### src/rtl/sitcp_tx_pkg.sv
// Shared types and the round-robin pick helper for the SiTCP TCP transmit arbiter.
package sitcp_tx_pkg;

    typedef enum logic [1:0] {
        IDLE    = 2'd0,
        SEND    = 2'd1,
        DISCARD = 2'd2,
        CLOSE   = 2'd3
    } tx_state_t;

    // Indices are carried at the width of the largest supported requester count.
    localparam int MAX_SRC = 8;
    localparam int IDX_W   = 3;

    typedef struct packed {
        logic             found;
        logic [IDX_W-1:0] idx;
    } rr_pick_t;

    // First valid index at or after ptr, wrapping at n_src.
    function automatic rr_pick_t rr_pick(
        input logic [MAX_SRC-1:0] valid,
        input logic [IDX_W-1:0]   ptr,
        input int                 n_src
    );
        rr_pick_t         res;
        int               j;
        logic [IDX_W-1:0] jj;
        res = '0;
        for (int k = 0; k < MAX_SRC; k++) begin
            j = int'(ptr) + k;
            if (j >= n_src) begin
                j = j - n_src;
            end
            jj = IDX_W'(j);
            if ((k < n_src) && !res.found && valid[jj]) begin
                res.found = 1'b1;
                res.idx   = jj;
            end
        end
        return res;
    endfunction

endpackage

### src/rtl/sitcp_tx_rr_arb.sv
// Combinational round-robin selector: first valid requester from the pointer upward.
module sitcp_tx_rr_arb
    import sitcp_tx_pkg::*;
#(
    parameter int N_SRC = 4
) (
    input  logic [N_SRC-1:0] valid,
    input  logic [IDX_W-1:0] ptr,
    output logic             found,
    output logic [IDX_W-1:0] idx
);

    rr_pick_t pick;

    always_comb begin
        pick  = rr_pick(MAX_SRC'(valid), ptr, N_SRC);
        found = pick.found;
        idx   = pick.idx;
    end

endmodule

### src/rtl/sitcp_tcp_tx_arbiter.sv
// Packet-granular round-robin sharing of the SiTCP TCP TX byte stream, with
// connection sequencing (discard on disconnect/close, CLOSE_ACK handshake).
module sitcp_tcp_tx_arbiter
    import sitcp_tx_pkg::*;
#(
    parameter int N_SRC = 4,
    parameter int TO_US = 1000,
    parameter int CNT_W = 32
) (
    input  logic               CLK,
    input  logic               RST,
    input  logic               TIM_1US,
    input  logic               MAIN_OPEN_ACK,
    input  logic               CLOSE_REQ,
    output logic               CLOSE_ACK,
    input  logic               TX_FULL,
    output logic               TX_WR,
    output logic [7:0]         TX_DATA,
    input  logic [N_SRC-1:0]   SRC_VALID,
    input  logic [N_SRC-1:0]   SRC_LAST,
    input  logic [8*N_SRC-1:0] SRC_DATA,
    output logic [N_SRC-1:0]   SRC_READY,
    output logic [N_SRC-1:0]   GRANT,
    output logic               TO_ERR,
    output logic               DROP_ERR,
    output logic [CNT_W-1:0]   TX_BYTE_CNT
);

    localparam int TO_W = (TO_US > 1) ? $clog2(TO_US) : 1;

    tx_state_t        state_reg;
    logic [IDX_W-1:0] gidx_reg;
    logic [IDX_W-1:0] ptr_reg;
    logic [N_SRC-1:0] grant_reg;
    logic [TO_W-1:0]  to_cnt_reg;
    logic             close_ack_reg;
    logic             tx_wr_reg;
    logic [7:0]       tx_data_reg;
    logic             to_err_reg;
    logic             drop_err_reg;
    logic [CNT_W-1:0] byte_cnt_reg;

    logic [MAX_SRC-1:0] valid_ext;
    logic [MAX_SRC-1:0] last_ext;
    logic [7:0]         data_ext [MAX_SRC];

    logic             pick_found;
    logic [IDX_W-1:0] pick_idx;
    logic             ready_g;
    logic             valid_g;
    logic             last_g;
    logic             accept;
    logic             to_tick;
    logic             to_hit;
    logic [IDX_W-1:0] ptr_after;

    assign valid_ext = MAX_SRC'(SRC_VALID);
    assign last_ext  = MAX_SRC'(SRC_LAST);

    genvar gi;
    generate
        for (gi = 0; gi < MAX_SRC; gi++) begin : g_data
            if (gi < N_SRC) begin : g_used
                assign data_ext[gi] = SRC_DATA[8*gi +: 8];
            end else begin : g_pad
                assign data_ext[gi] = 8'h00;
            end
        end
        for (gi = 0; gi < N_SRC; gi++) begin : g_ready
            assign SRC_READY[gi] = grant_reg[gi] & ready_g;
        end
    endgenerate

    sitcp_tx_rr_arb #(
        .N_SRC(N_SRC)
    ) u_rr_arb (
        .valid(SRC_VALID),
        .ptr  (ptr_reg),
        .found(pick_found),
        .idx  (pick_idx)
    );

    // Discarding drains the owner unconditionally; sending needs an open, non-closing, non-full core.
    always_comb begin
        ready_g = 1'b0;
        case (state_reg)
            SEND:    ready_g = MAIN_OPEN_ACK & ~CLOSE_REQ & ~TX_FULL;
            DISCARD: ready_g = 1'b1;
            default: ready_g = 1'b0;
        endcase
    end

    assign valid_g   = valid_ext[gidx_reg];
    assign last_g    = last_ext[gidx_reg];
    assign accept    = valid_g & ready_g;
    assign to_tick   = TIM_1US & ~valid_g & ~TX_FULL;
    assign to_hit    = to_tick & (to_cnt_reg == TO_W'(TO_US - 1));
    assign ptr_after = (gidx_reg == IDX_W'(N_SRC - 1)) ? '0 : gidx_reg + 1'b1;

    always_ff @(posedge CLK or posedge RST) begin
        if (RST) begin
            state_reg     <= IDLE;
            gidx_reg      <= '0;
            ptr_reg       <= '0;
            grant_reg     <= '0;
            to_cnt_reg    <= '0;
            close_ack_reg <= 1'b0;
            tx_wr_reg     <= 1'b0;
            tx_data_reg   <= 8'h00;
            to_err_reg    <= 1'b0;
            drop_err_reg  <= 1'b0;
            byte_cnt_reg  <= '0;
        end else begin
            tx_wr_reg    <= 1'b0;
            to_err_reg   <= 1'b0;
            drop_err_reg <= 1'b0;
            if (tx_wr_reg) begin
                byte_cnt_reg <= byte_cnt_reg + 1'b1;
            end

            case (state_reg)
                IDLE: begin
                    if (CLOSE_REQ) begin
                        state_reg     <= CLOSE;
                        close_ack_reg <= 1'b1;
                    end else if (MAIN_OPEN_ACK && pick_found) begin
                        state_reg  <= SEND;
                        gidx_reg   <= pick_idx;
                        grant_reg  <= N_SRC'(1) << pick_idx;
                        to_cnt_reg <= '0;
                    end
                end

                SEND: begin
                    if (!MAIN_OPEN_ACK || CLOSE_REQ) begin
                        state_reg    <= DISCARD;
                        drop_err_reg <= 1'b1;
                        to_cnt_reg   <= '0;
                    end else if (accept) begin
                        tx_wr_reg   <= 1'b1;
                        tx_data_reg <= data_ext[gidx_reg];
                        to_cnt_reg  <= '0;
                        if (last_g) begin
                            state_reg <= IDLE;
                            grant_reg <= '0;
                            ptr_reg   <= ptr_after;
                        end
                    end else if (to_hit) begin
                        // The stalled source is abandoned mid-packet; it must resync itself.
                        state_reg  <= IDLE;
                        grant_reg  <= '0;
                        ptr_reg    <= ptr_after;
                        to_err_reg <= 1'b1;
                        to_cnt_reg <= '0;
                    end else if (to_tick) begin
                        to_cnt_reg <= to_cnt_reg + 1'b1;
                    end
                end

                DISCARD: begin
                    if ((accept && last_g) || (!accept && to_hit)) begin
                        state_reg     <= CLOSE_REQ ? CLOSE : IDLE;
                        close_ack_reg <= CLOSE_REQ;
                        grant_reg     <= '0;
                        ptr_reg       <= ptr_after;
                        to_err_reg    <= !accept;
                        to_cnt_reg    <= '0;
                    end else if (accept) begin
                        to_cnt_reg <= '0;
                    end else if (to_tick) begin
                        to_cnt_reg <= to_cnt_reg + 1'b1;
                    end
                end

                CLOSE: begin
                    close_ack_reg <= 1'b1;
                    if (!CLOSE_REQ) begin
                        state_reg     <= IDLE;
                        close_ack_reg <= 1'b0;
                    end
                end

                default: begin
                    state_reg <= IDLE;
                end
            endcase
        end
    end

    assign CLOSE_ACK   = close_ack_reg;
    assign TX_WR       = tx_wr_reg;
    assign TX_DATA     = tx_data_reg;
    assign GRANT       = grant_reg;
    assign TO_ERR      = to_err_reg;
    assign DROP_ERR    = drop_err_reg;
    assign TX_BYTE_CNT = byte_cnt_reg;

endmodule

### config.mk
export PLATFORM = sky130hd
export DESIGN_NAME = sitcp_tcp_tx_arbiter
export DESIGN_NICKNAME = d
export VERILOG_FILES = /design/src/rtl/sitcp_tx_pkg.sv /design/src/rtl/sitcp_tx_rr_arb.sv /design/src/rtl/sitcp_tcp_tx_arbiter.sv
export SDC_FILE = /design/constraint.sdc
export NUM_CORES = 1
export LEC_CHECK = 0
export CAP_MARGIN = 20
export CORE_MARGIN = 2
export CORE_UTILIZATION = 50
export DETAILED_ROUTE_END_ITERATION = 10
export GPL_TIMING_DRIVEN = 0
export PLACE_DENSITY = 0.82
export SLEW_MARGIN = 10
export SYNTH_ARGS = -nofsm -noshare
export SYNTH_HDL_FRONTEND = slang
export SYNTH_SLANG_ARGS = --single-unit
### constraint.sdc
create_clock -name CLK -period 4.2 [get_ports CLK]
set_input_delay 0.84 -clock CLK [delete_from_list [all_inputs] [get_ports CLK]]
set_output_delay 0.84 -clock CLK [all_outputs]
set_load 0.05 [all_outputs]
==> out/summary.md, run 1 <==
The run finished with clean final reports. The slowest library cell on the worst path was sky130_fd_sc_hd__clkdlybuf4s50_1. The max-cap violation count is 0.

The floorplan step defined a core boundary enclosing 7250 um^2. The number of standard-cell rows in the floorplan came out at 31. Share of the synthesized area in compound gates (AO/OA/AOI/OAI): 0.132. Total routing usage reported by global routing: 0.231. The nature of the critical path startpoint was an input port. For the sequential cell area fraction in the yosys report, the log shows 0.441. The top cell type's share of synthesized area was 0.441; the power density normalized to cell area was 462 nW/um^2. Yosys attributes the largest share of cell area to sky130_fd_sc_hd__dfrtp_1 44%, sky130_fd_sc_hd__mux4_2 6.6%, sky130_fd_sc_hd__xnor2_1 5.1%. For the number of iterations in the first detailed-routing pass, the log shows 5. For this run the aggregate overflow at the end of global routing stands at 0.

The kind of end point of the critical path is an output pin. The number of warnings issued by yosys was 0; the number of flip-flops under the largest register name was 32. The synthesized design contains 66 register bits. The chip width is 90.6 um. For the DRC violation count after routing, the log shows 0. The detail route stage leaves a number of antenna-violating nets equal to 0. After synthesis the cells add up to 3750 um^2.

The worst vdd rail ir drop is 0.407 mV, and the routability congestion estimate is 0.884. Measured in cells, the most critical reg-to-reg path has a length of 10. Peak clock frequency supported by timing: 0.272 GHz. The initial antenna violation count is 0, and the layout cell share with drive strength beyond 1 is 0.113.

For this block, wires on met1 add up to 3850 um. The total of cells resized after clock tree synthesis is 0. Each instance of the synthesized netlist takes up on average 10.5 um^2. The clock latency on the worst-skew pair was 330 ps. The clock skew is 10.9 ps. Setup repair after global routing left no endpoint under its margin. The area growth from synthesis to layout came out at 33.9%. In this run the post-CTS setup repair buffer count came out at 0.

Most numerous cell on the critical path: sky130_fd_sc_hd__clkdlybuf4s50_1. The clock buffer count from CTS came out at 9. Together, buffers and inverters on the worst path number 2.

Data on the critical path is required at its endpoint by 3360 ps. The critical path is of the in -> out type. The die is 90.6 um tall. The first routing iteration left 151 violations. For this block, the routed nets add up to 9060 um of wire. For the final routed database, the setup TNS stands at 0 ps.

The commonest cells after synthesis are 66 x sky130_fd_sc_hd__dfrtp_1, 24 x sky130_fd_sc_hd__nand2_1, 23 x sky130_fd_sc_hd__o21ai_0. Entering global routing, the biggest net connects 67 pins. The number of global-route vias before repair was 3,169.

In this run the tool buffered the top-level ports with 96 buffer cells. After detailed routing, the met3 layer carries 414 um of wire. Clock tree synthesis found a total of 66 sinks. The critical path goes through clkdlybuf4s50_1 -> nor4bb_1 -> o21ai_1 -> nor2_1 -> clkdlybuf4s50_1. In this run the worst hold path is classified as reg -> reg. The tools report the number of fillers in the final layout as 567. The effective utilization at floorplan was 0.516; the post-synthesis net count was 413. The topmost layer with routed signal wires is met4. The run gives 0 as the number of max-slew violations in the final report.

For the pin with the worst max-slew slack, the measured transition is 779 ps. The repair_antennas step left the layout with diodes totalling 0. The mean routed wirelength per cell is 15.9 um, and the parity-gate share of the synthesized area counting xor and xnor cells is 0.0725.

The H-tree was split into 3 levels. Clock-pin slew reported for the worst setup and hold paths after clock tree synthesis: 80 ps. The total via count in the routed design is 3,195, and the share of flip-flops with an asynchronous set or reset after synthesis is 1.00. For the headroom to the max-slew limit, the log shows 0.480. Synthesis produced 357 cells. The portion of the clock cycle consumed by the worst path in the final layout is 0.876, and the number of buffers on the longest clock path is 2. For the placed instance area, the log shows 4830 um^2.

The kind of cell with the highest combined delay along the critical path is buffers and inverters. The dominant register cell in the synthesized netlist was sky130_fd_sc_hd__dfrtp_1. Most frequent cell after synthesis: sky130_fd_sc_hd__dfrtp_1. The final number of hold-violating endpoints was 0; the logic depth of the worst path, buffers included was 5. The placed wire-length estimate after detailed placement was 6910 um; the I/O pin count was 98. The routed design could run at a clock period as short as 3680 ps. The share of synthesized cell area in full adder, half adder and majority cells was 0.0334; the arrival time at the worst endpoint was 2840 ps. The first global-routing pass estimated 15,400 um of wire. The instance count along the most critical hold path was 1; the number of setup violations in the final report was 0.

The number of different library cells used by synthesis comes to 48. The die covers 8200 um^2. The critical-path maximum fanout works out to 6. Share of synthesized area spent on multiplexers: 0.115. By area, the combinational part of the netlist is dominated by simple AND/OR/NAND/NOR gates. Area used by sequential logic in the layout: 1650 um^2. The delay of the slowest cell on the worst path is 820 ps, and the final net count is 521. Yosys mapped a number of flops with a built-in enable equal to 0.

TritonCTS built the clock tree. For this design, the CTS-stage hold fixing added 0 buffers. The simple-gate share of the synthesized area is 0.178, and the routed length on met2 is 4650 um.

Of all cell types, the one taking the most synthesized area is sky130_fd_sc_hd__dfrtp_1. The combined area of the multi-input logic cells is 1990 um^2, and the post-detailed-route via-to-cell ratio is 5.62. The CTS root buffer is sky130_fd_sc_hd__clkbuf_8. The static leakage power was 2.11 nW. The final instance area is 5020 um^2.
[metal layers]
layer,track usage,vias up
met5,0,-
met4,0.0782,0
li1,-,1523
met1,0.304,1552
met3,0.0426,15
met2,0.386,105
[through the flow]
stage / utilization / hold WS (ps) / total power [W] / setup slack, ps / std cells
CTS: 0.691 / 470 / 0.00233 / 511 / 568
detailed placement: 0.666 / 456 / 0.00184 / 513 / 552
floorplan: - / 449 / 0.00154 / 1250 / 357
finish: 0.692 / 465 / 0.00232 / 519 / 569
global route: 0.692 / 493 / 0.00247 / 357 / 569
global placement: 0.666 / 455 / 0.00182 / 555 / 552
[path summary, 6_finish.rpt]
path                       slack [ps]              end            start
setup reg to reg                  720    to_cnt_reg[3]       ptr_reg[0]
min in group asynchronous        1010  TX_BYTE_CNT[11]              RST
setup / recovery                  520     SRC_READY[2]    MAIN_OPEN_ACK
max in group asynchronous        2680       ptr_reg[0]              RST
hold reg to reg                   470  TX_BYTE_CNT[31]  TX_BYTE_CNT[31]
hold / removal                    470  TX_BYTE_CNT[31]  TX_BYTE_CNT[31]
[power by group]
group | total, W | switching (W) | internal [W]
Sequential | 0.000767 | 0.0000656 | 0.000702
Combinational | 0.00107 | 0.000620 | 0.000447
Clock | 0.000484 | 0.000266 | 0.000218
Total | 0.00232 | 0.000951 | 0.00137
[kinds of logic after synthesis]
group / after synthesis
and+or+nand+nor: 122
AOI/OAI and AO/OA: 72
DFF: 66
xor gates and xnor gates: 31
buffers and inverters: 28
muxes: 28
adders and majority gates: 10
[placed cells by master, fill, tap and decap left out, drive strengths merged, types with 3 or more instances in the layout]
cell           synthesis  final
o21ai                 24     24
ha                    10     10
mux4                  11     11
and3                   5      5
mux2                  10     10
inv                   15     17
nor2                  20     20
a31oi                  3      3
nor3                   3      3
clkinvlp               0      3
o31ai                  9      9
nor2b                 11     11
xnor2                 22     22
clkbuf                12     21
nand2b                 9      9
nand4                 13     13
and2                   4      4
mux2i                  7      7
nand2                 24     24
and4                   4      4
a31o                   8      8
clkdlybuf4s50          0     96
dfrtp                 66     66
a21oi                  6      6
a211oi                 3      3
nor3b                  4      4
xor2                   9      9
nand3                 12     12
or2                    4      4
[area by class of cell]
cell class / count / area share
Buffer: 13 / 0.00998
Tap cell: 99 / 0.0247
Sequential cell: 66 / 0.329
Clock buffer: 9 / 0.0247
Timing Repair Buffer: 97 / 0.193
Inverter: 15 / 0.0117
Multi-Input combinational cell: 263 / 0.396
Clock inverter: 7 / 0.0107
(Power assumes the default switching activity.)
==> run 2, diff against run 1 <==
CTS_BUF_LIST = sky130_fd_sc_hd__clkbuf_16   (was default)
==> run 2 against run 1 <==
  * Non-clock buffer count fell by 1
  * Clock skew decreased by 4.9 ps
  * Register-to-register slack got worse by 20 ps
  * Count of clock-buffer cells in the layout is the same
  * Clock power increased by 44%
  * Sequential power is essentially flat
  * Die area stayed put
  * Worst setup slack gained 10 ps
  * Critical endpoint unchanged
  * Largest cell class unchanged
==> out/summary.md, run 2 (same netlist as run 1, synthesis figures left out) <==
The flow ran to the end, and the final reports show no timing, DRC or antenna violations. The chip width came out at 90.6 um (unchanged). The switching power share of the total is 0.390 (was 0.410).

The met1 usage came out at 0.312 (was 0.304). TritonCTS built the clock tree. The logs give 0 (unchanged) for the number of hold buffers added after cts and 462 ps (was 465 ps) for the worst slack on hold paths.

The headroom to the max-slew limit was 0.328 (was 0.480); the total number of clock tree sinks was 66 (unchanged). Nature of the critical path startpoint: an input port (unchanged). The type of the worst setup path was in -> out (unchanged). Net switching power of the design: 0.000992 W (was 0.000951 W).

The critical-path maximum fanout is 6 (unchanged), and the power density normalized to cell area is 498 nW/um^2 (was 462 nW/um^2). The number of buffers on the longest clock path was 2 (unchanged). The tools report the cell-internal power as 0.00155 W (was 0.00137 W). The layout cell share with drive strength beyond 1 was 0.111 (was 0.113); the post-detailed-route via-to-cell ratio was 5.68 (was 5.62). The highest-utilization routing layer at the global route stage was met2 (unchanged). Chain of cells forming the critical path: clkdlybuf4s50_1 -> nor4bb_1 -> o21ai_1 -> nor2_1 -> clkdlybuf4s50_1 (unchanged). The number of setup violations in the final report was 0 (unchanged); the effective utilization at floorplan was 0.516 (unchanged). For the final net count, the log shows 520 (was 521).

Portion of the clock cycle consumed by the worst path in the final layout: 0.874 (was 0.876). The delay of the slowest cell on the worst path works out to 820 ps (about the same). The tools report the total routing usage reported by global routing as 0.239 (was 0.231). Startpoint of the worst setup timing path: MAIN_OPEN_ACK (unchanged). The tools report the final number of hold-violating endpoints as 0 (unchanged). The source of the worst register-to-register timing path was ptr_reg[0] (unchanged). The post-CTS setup buffer count came out at 0 (unchanged). For the routability congestion estimate, the log shows 0.884 (unchanged). The tools report the pin count of the biggest net entering global routing as 67 (unchanged). The portion of total power attributed to sequential cells came out at 0.302 (was 0.331). The total die area is 8200 um^2 (unchanged), and the post-route antenna net violation count is 0 (unchanged).

Most common library cell in the layout ignoring fill and taps: sky130_fd_sc_hd__clkdlybuf4s50_1 (unchanged). The clock latency on the worst-skew pair is 330 ps (about the same). For the number of cells after detailed placement, the log shows 552 (unchanged). For the part of the total power dissipated in combinational logic, the log shows 0.424 (was 0.460). For the peak clock frequency supported by timing, the log shows 0.272 GHz (about the same). The class of the tightest hold or removal check is reg -> reg (unchanged). For the clock network power share, the log shows 0.274 (was 0.209). The height of the chip came out at 90.6 um (unchanged).

The met2 usage in global routing is 0.399 (was 0.386). The count of routing violations after the opening detailed-route iteration was 209 (was 151). The final cell count without fillers is 568 (was 569).

The I/O pin count was 98 (unchanged). For the static leakage power, the log shows 2.15 nW (was 2.11 nW). For the first-pass GRT wire length, the log shows 15,800 um (was 15,400 um). The reg-to-reg endpoint was to_cnt_reg[3] (unchanged). The run gives 3,225 (was 3,195) as the total via count in the routed design.

Minimum setup slack among reg-to-reg paths: 700 ps (was 720 ps). The slowest library cell on the worst path is sky130_fd_sc_hd__clkdlybuf4s50_1 (unchanged). The tools report the kind of end point of the critical path as an output pin (unchanged). The number of flip-flops under the largest register name works out to 32 (unchanged). Leading cell types in the layout, fill and taps excluded: 96 x sky130_fd_sc_hd__clkdlybuf4s50_1, 66 x sky130_fd_sc_hd__dfrtp_1, 24 x sky130_fd_sc_hd__nand2_1, 23 x sky130_fd_sc_hd__o21ai_0, 22 x sky130_fd_sc_hd__xnor2_1 (unchanged). The initial antenna violation count is 0 (unchanged).

The count of buffers inserted at the top-level ports is 96 (unchanged), and the logic depth of the worst path, buffers included is 5 (unchanged). Setup repair after global routing left no endpoint under its margin. The global-route track usage on met3 is 0.0509 (was 0.0426), and the clock-pin slew reported for the worst setup and hold paths after clock tree synthesis is 60 ps (was 80 ps). The number of global-route vias before repair was 3,224 (was 3,169). The number of fillers in the final layout is 556 (was 567), and the area of the core region is 7250 um^2 (unchanged). The logs give 9390 um (was 9060 um) for the aggregate routed wire length and 0.375 mV (was 0.407 mV) for the worst vdd rail ir drop. The run gives 9 (unchanged) as the clock buffer count from CTS. The core utilization of the finished layout came out at 0.705 (was 0.692).

The critical path data required time was 3360 ps (about the same). The actual transition at the worst max-transition pin works out to 1000 ps (was 779 ps). Number of max-slew violations in the final report: 0 (unchanged). The number of iterations in the first detailed-routing pass is 4 (was 5), and the total of cells resized after clock tree synthesis is 0 (unchanged).

The mean routed wirelength per cell was 16.5 um (was 15.9 um); the DRC violation count after routing was 0 (unchanged). The number of standard-cell rows in the floorplan was 31 (unchanged); the number of H-tree levels was 3 (unchanged). The buffers plus inverters on the worst setup path came out at 2 (unchanged). The run gives 1990 um^2 (unchanged) as the combined area of the multi-input logic cells. The most numerous cell on the critical path was sky130_fd_sc_hd__clkdlybuf4s50_1 (unchanged). The tools report the placed wire-length estimate after detailed placement as 6910 um (unchanged). CTS root buffer: sky130_fd_sc_hd__clkbuf_16 (was sky130_fd_sc_hd__clkbuf_8). The endpoint of the worst setup timing path is SRC_READY[2] (unchanged). The logs give 0 (unchanged) for the number of antenna cells inserted and 2830 ps (was 2840 ps) for the arrival time at the worst endpoint. The depth of the worst register-to-register path came out at 10 (unchanged). Area growth from synthesis to layout: 36.5% (was 33.9%).

The aggregate negative setup slack is 0 ps (unchanged), and the area used by sequential logic in the layout is 1650 um^2 (unchanged). For the max-cap violation count, the log shows 0 (unchanged). For the overall overflow remaining after global route, the log shows 0 (unchanged). The cell class contributing the biggest share of worst-path delay is buffers and inverters (unchanged). The post-layout minimum cycle time was 3670 ps (was 3680 ps); the clock skew was 5.99 ps (was 10.9 ps).
-- run 2: cell count changes in the layout (fill, tap and decap cells not counted), sizes merged --
cell / delta
buf: -1
-- run 2: worst min-delay path by stage --
stage	slack, ps	end	from	cells after the start
floorplan	450	to_cnt_reg[9]	to_cnt_reg[9]	1
global placement	450	TX_BYTE_CNT[31]	TX_BYTE_CNT[31]	1
detailed placement	460	TX_BYTE_CNT[31]	TX_BYTE_CNT[31]	1
CTS	470	TX_BYTE_CNT[31]	TX_BYTE_CNT[31]	1
global route	490	TX_BYTE_CNT[31]	TX_BYTE_CNT[31]	1
finish	460	TX_BYTE_CNT[31]	TX_BYTE_CNT[31]	1
-- run 2: stage by stage --
stage | cell area, um^2 | setup WS, ps | total power, W
after floorplan | 3750 | 1250 | 0.00154
after global placement | 4830 | 555 | 0.00182
after detailed placement | 4830 | 513 | 0.00184
after CTS | 5110 | 511 | 0.00255
after global routing | 5110 | 357 | 0.00269
final | 5110 | 530 | 0.00254
-- run 2: per-layer routing --
layer | up-vias | part of all wire
met5 | - | 0
met4 | 0 | 0.014
met3 | 12 | 0.051
met2 | 110 | 0.52
met1 | 1579 | 0.42
li1 | 1524 | -
-- run 2: power by group through the flow --
stage                     clock, W  combinational, W  sequential [W]
after floorplan                  0          0.000662        0.000876
after global placement           0           0.00104        0.000776
after detailed placement         0           0.00106        0.000780
after CTS                 0.000706           0.00107        0.000770
after global routing      0.000743           0.00117        0.000781
final                     0.000699           0.00108        0.000768
-- run 2: cell type report --
type                            instances  area share
Clock buffer                            9      0.0441
Tap cell                               99      0.0242
Timing Repair Buffer                   96       0.188
Buffer                                 13     0.00979
Multi-Input combinational cell        263       0.389
Clock inverter                          7      0.0105
Sequential cell                        66       0.323
Inverter                               15      0.0115
==> run 3, diff against run 2 <==
CORE_UTILIZATION = 46   (was 50)
PLACE_DENSITY = 0.76   (was 0.82)
==> run 3 against run 2 <==
  * Via count decreased by 0.84%
  * Cell count increased by 0.70%
  * Register-to-register slack improved by 50 ps
  * Count of clock-buffer cells in the layout unchanged
  * Utilization decreased by 4.4 points
  * Clock skew increased by 1.3 ps
  * Die area increased by 8.3%
  * Flip-flop and latch count unchanged
  * Sequential power about the same
  * Power increased by 0.78%
  * Largest power group unchanged
==> out/summary.md, run 3 (same netlist as run 1, synthesis figures left out) <==
For the routed length on met2, the log shows 4880 um (was 4860 um). The flow ran to the end, and the final reports show no timing, DRC or antenna violations. The number of setup violations in the final report is 0 (unchanged). The area growth from synthesis to layout is 37.7% (was 36.5%), and the post-detailed-route via-to-cell ratio is 5.59 (was 5.68). The logs give 4 (unchanged) for the number of iterations in the first detailed-routing pass and 4860 um^2 (was 4830 um^2) for the placed instance area. The first-pass GRT wire length was 14,900 um (was 15,800 um); the clock-pin slew reported for the worst setup and hold paths after clock tree synthesis was 60 ps (about the same). The number of global-route vias before repair was 3,088 (was 3,224). The most common library cell in the layout ignoring fill and taps was sky130_fd_sc_hd__clkdlybuf4s50_1 (unchanged).

For the count of routing violations after the opening detailed-route iteration, the log shows 136 (was 209). The final instance area is 5160 um^2 (was 5110 um^2), and the number of standard-cell rows in the floorplan is 32 (was 31). The source of the worst register-to-register timing path is ptr_reg[0] (unchanged). The slowest library cell on the worst path was sky130_fd_sc_hd__clkdlybuf4s50_1 (unchanged).

TritonCTS built the clock tree. The most numerous cell on the critical path is sky130_fd_sc_hd__clkdlybuf4s50_1 (unchanged). The height of the chip was 94.2 um (was 90.6 um); the routed wire length on met3 was 271 um (was 480 um).

The tools report the kind of end point of the critical path as an output pin (unchanged). The I/O pin count was 98 (unchanged); the mean routed wirelength per cell was 16.2 um (was 16.5 um). The clock skew came out at 7.30 ps (was 5.99 ps). The overall overflow remaining after global route came out at 0 (unchanged). The run gives 0 (unchanged) as the number of antenna cells inserted. The number of flip-flops under the largest register name came out at 32 (unchanged). The tools report the CTS root buffer as sky130_fd_sc_hd__clkbuf_16 (unchanged).

The final cell count without fillers is 572 (was 568), and the aggregate negative setup slack is 0 ps (unchanged). The core utilization of the finished layout came out at 0.661 (was 0.705). The actual transition at the worst max-transition pin works out to 961 ps (was 1000 ps). Chain of cells forming the critical path: clkdlybuf4s50_1 -> nor4bb_1 -> o21ai_1 -> nor2_1 -> clkdlybuf4s50_1 (unchanged). Total die area: 8880 um^2 (was 8200 um^2).

The placed wire-length estimate after detailed placement came out at 6880 um (was 6910 um). The start point of the worst hold path is TX_BYTE_CNT[31] (unchanged). The critical-path maximum fanout works out to 6 (unchanged).

Leading cell types in the layout, fill and taps excluded: 96 x sky130_fd_sc_hd__clkdlybuf4s50_1, 66 x sky130_fd_sc_hd__dfrtp_1, 24 x sky130_fd_sc_hd__nand2_1, 23 x sky130_fd_sc_hd__o21ai_0, 22 x sky130_fd_sc_hd__xnor2_1 (unchanged). The max-cap violation count is 0 (unchanged), and the depth of the worst register-to-register path is 10 (unchanged). The headroom to the max-slew limit is 0.354 (was 0.328). The chip width was 94.2 um (was 90.6 um). Type of the worst setup path: in -> out (unchanged). The post-route antenna net violation count is 0 (unchanged). The tools report the worst hold path endpoint as TX_BYTE_CNT[31] (unchanged). The post-layout minimum cycle time was 3660 ps (was 3670 ps); the routed length on met1 was 3970 um (was 3910 um). The initial antenna violation count was 0 (unchanged); the number of max-slew violations in the final report was 0 (unchanged).

The logs give 9 (unchanged) for the clock buffer count from CTS and 0.273 GHz (was 0.272 GHz) for the peak clock frequency supported by timing. The layout cell share with drive strength beyond 1 is 0.109 (was 0.111). Arrival time at the worst endpoint: 2820 ps (was 2830 ps).

Setup repair after global routing left no endpoint under its margin. The delay of the slowest cell on the worst path works out to 810 ps (was 820 ps). The topmost layer with routed signal wires was met4 (unchanged). The run gives 2.17 nW (was 2.15 nW) as the static leakage power.

The total number of clock tree sinks is 66 (unchanged). The instance count along the most critical hold path is 1 (unchanged), and the portion of the clock cycle consumed by the worst path in the final layout is 0.871 (was 0.874). Class of the tightest hold or removal check: reg -> reg (unchanged).

The routability congestion estimate was 0.850 (was 0.884); the pin count of the biggest net entering global routing was 60 (was 67). Power density normalized to cell area: 497 nW/um^2 (was 498 nW/um^2). The post-CTS setup buffer count is 0 (unchanged). The worst vdd rail ir drop is 0.321 mV (was 0.375 mV), and the total of cells resized after clock tree synthesis is 0 (unchanged).

The count of buffers inserted at the top-level ports works out to 96 (unchanged). Number of hold buffers added after cts: 0 (unchanged). The total routing usage reported by global routing was 0.215 (was 0.239); the area used by sequential logic in the layout was 1650 um^2 (unchanged). The reg-to-reg endpoint is to_cnt_reg[4] (was to_cnt_reg[3]). The nature of the critical path startpoint was an input port (unchanged). For the area of the core region, the log shows 7810 um^2 (was 7250 um^2). The logs give 521 (was 520) for the final net count and 0.480 (was 0.516) for the effective utilization at floorplan.

The run gives 556 (was 552) as the number of cells after detailed placement. Minimum setup slack among reg-to-reg paths: 750 ps (was 700 ps). The run gives 0 (unchanged) as the DRC violation count after routing. The run gives 3360 ps (about the same) as the critical path data required time. The aggregate routed wire length is 9280 um (was 9390 um), and the total via count in the routed design is 3,198 (was 3,225). The number of fillers in the final layout was 628 (was 556); the combined area of the multi-input logic cells was 1990 um^2 (unchanged). The number of H-tree levels was 3 (unchanged).

Number of buffers on the longest clock path: 2 (unchanged). The logs give 320 ps (was 330 ps) for the clock latency on the worst-skew pair and 0 (unchanged) for the final number of hold-violating endpoints.
run 3: cell types whose count changed in the layout (fill, tap and decap cells not counted):
cell and change:
sky130_fd_sc_hd__buf_16 +1, sky130_fd_sc_hd__inv_1 +1, sky130_fd_sc_hd__clkinv_2 -1, sky130_fd_sc_hd__clkinvlp_4 -1, sky130_fd_sc_hd__inv_6 -1, sky130_fd_sc_hd__clkinv_1 +1, sky130_fd_sc_hd__bufinv_16 +1
run 3: worst max-delay path: cells and delay by family:
family | cells | cell delay (ps)
AOI/OAI and AO/OA | 1 | 220
buffers and inverters | 2 | 1320
and+or+nand+nor | 2 | 430
run 3: worst max-delay path by stage:
stage	startpoint	endpoint	depth (start not counted)
finish	MAIN_OPEN_ACK	SRC_READY[2]	5
global route	MAIN_OPEN_ACK	SRC_READY[3]	5
CTS	MAIN_OPEN_ACK	SRC_READY[2]	5
detailed placement	MAIN_OPEN_ACK	SRC_READY[0]	5
global placement	MAIN_OPEN_ACK	SRC_READY[1]	5
floorplan	CLOSE_REQ	SRC_READY[0]	4
run 3: layout make-up:
type                            count  area share
Tap cell                          102      0.0247
Inverter                           15      0.0114
Multi-Input combinational cell    263       0.385
Buffer                             13     0.00970
Timing Repair Buffer               97       0.192
Sequential cell                    66       0.320
Clock inverter                      7      0.0136
Clock buffer                        9      0.0436
run 3: metal layers:
metal / track usage / vias up
met2: 0.377 / 84
li1: - / 1532
met1: 0.269 / 1567
met5: 0 / -
met4: 0.0761 / 0
met3: 0.0337 / 15
run 3: power breakdown:
group / internal (W) / total [W] / leakage (nW) / switching, W
Sequential: 0.000703 / 0.000770 / 0.901 / 0.0000671
Clock: 0.000458 / 0.000733 / 0.141 / 0.000275
Combinational: 0.000451 / 0.00106 / 1.13 / 0.000611
Total: 0.00161 / 0.00256 / 2.17 / 0.000953
run 3: through the flow:
stage | power [W] | hold WS, ps | setup WS [ps]
after floorplan | 0.00154 | 449 | 1250
after global placement | 0.00181 | 455 | 551
after detailed placement | 0.00184 | 462 | 512
after CTS | 0.00258 | 474 | 517
after global routing | 0.00272 | 501 | 404
final | 0.00256 | 471 | 540
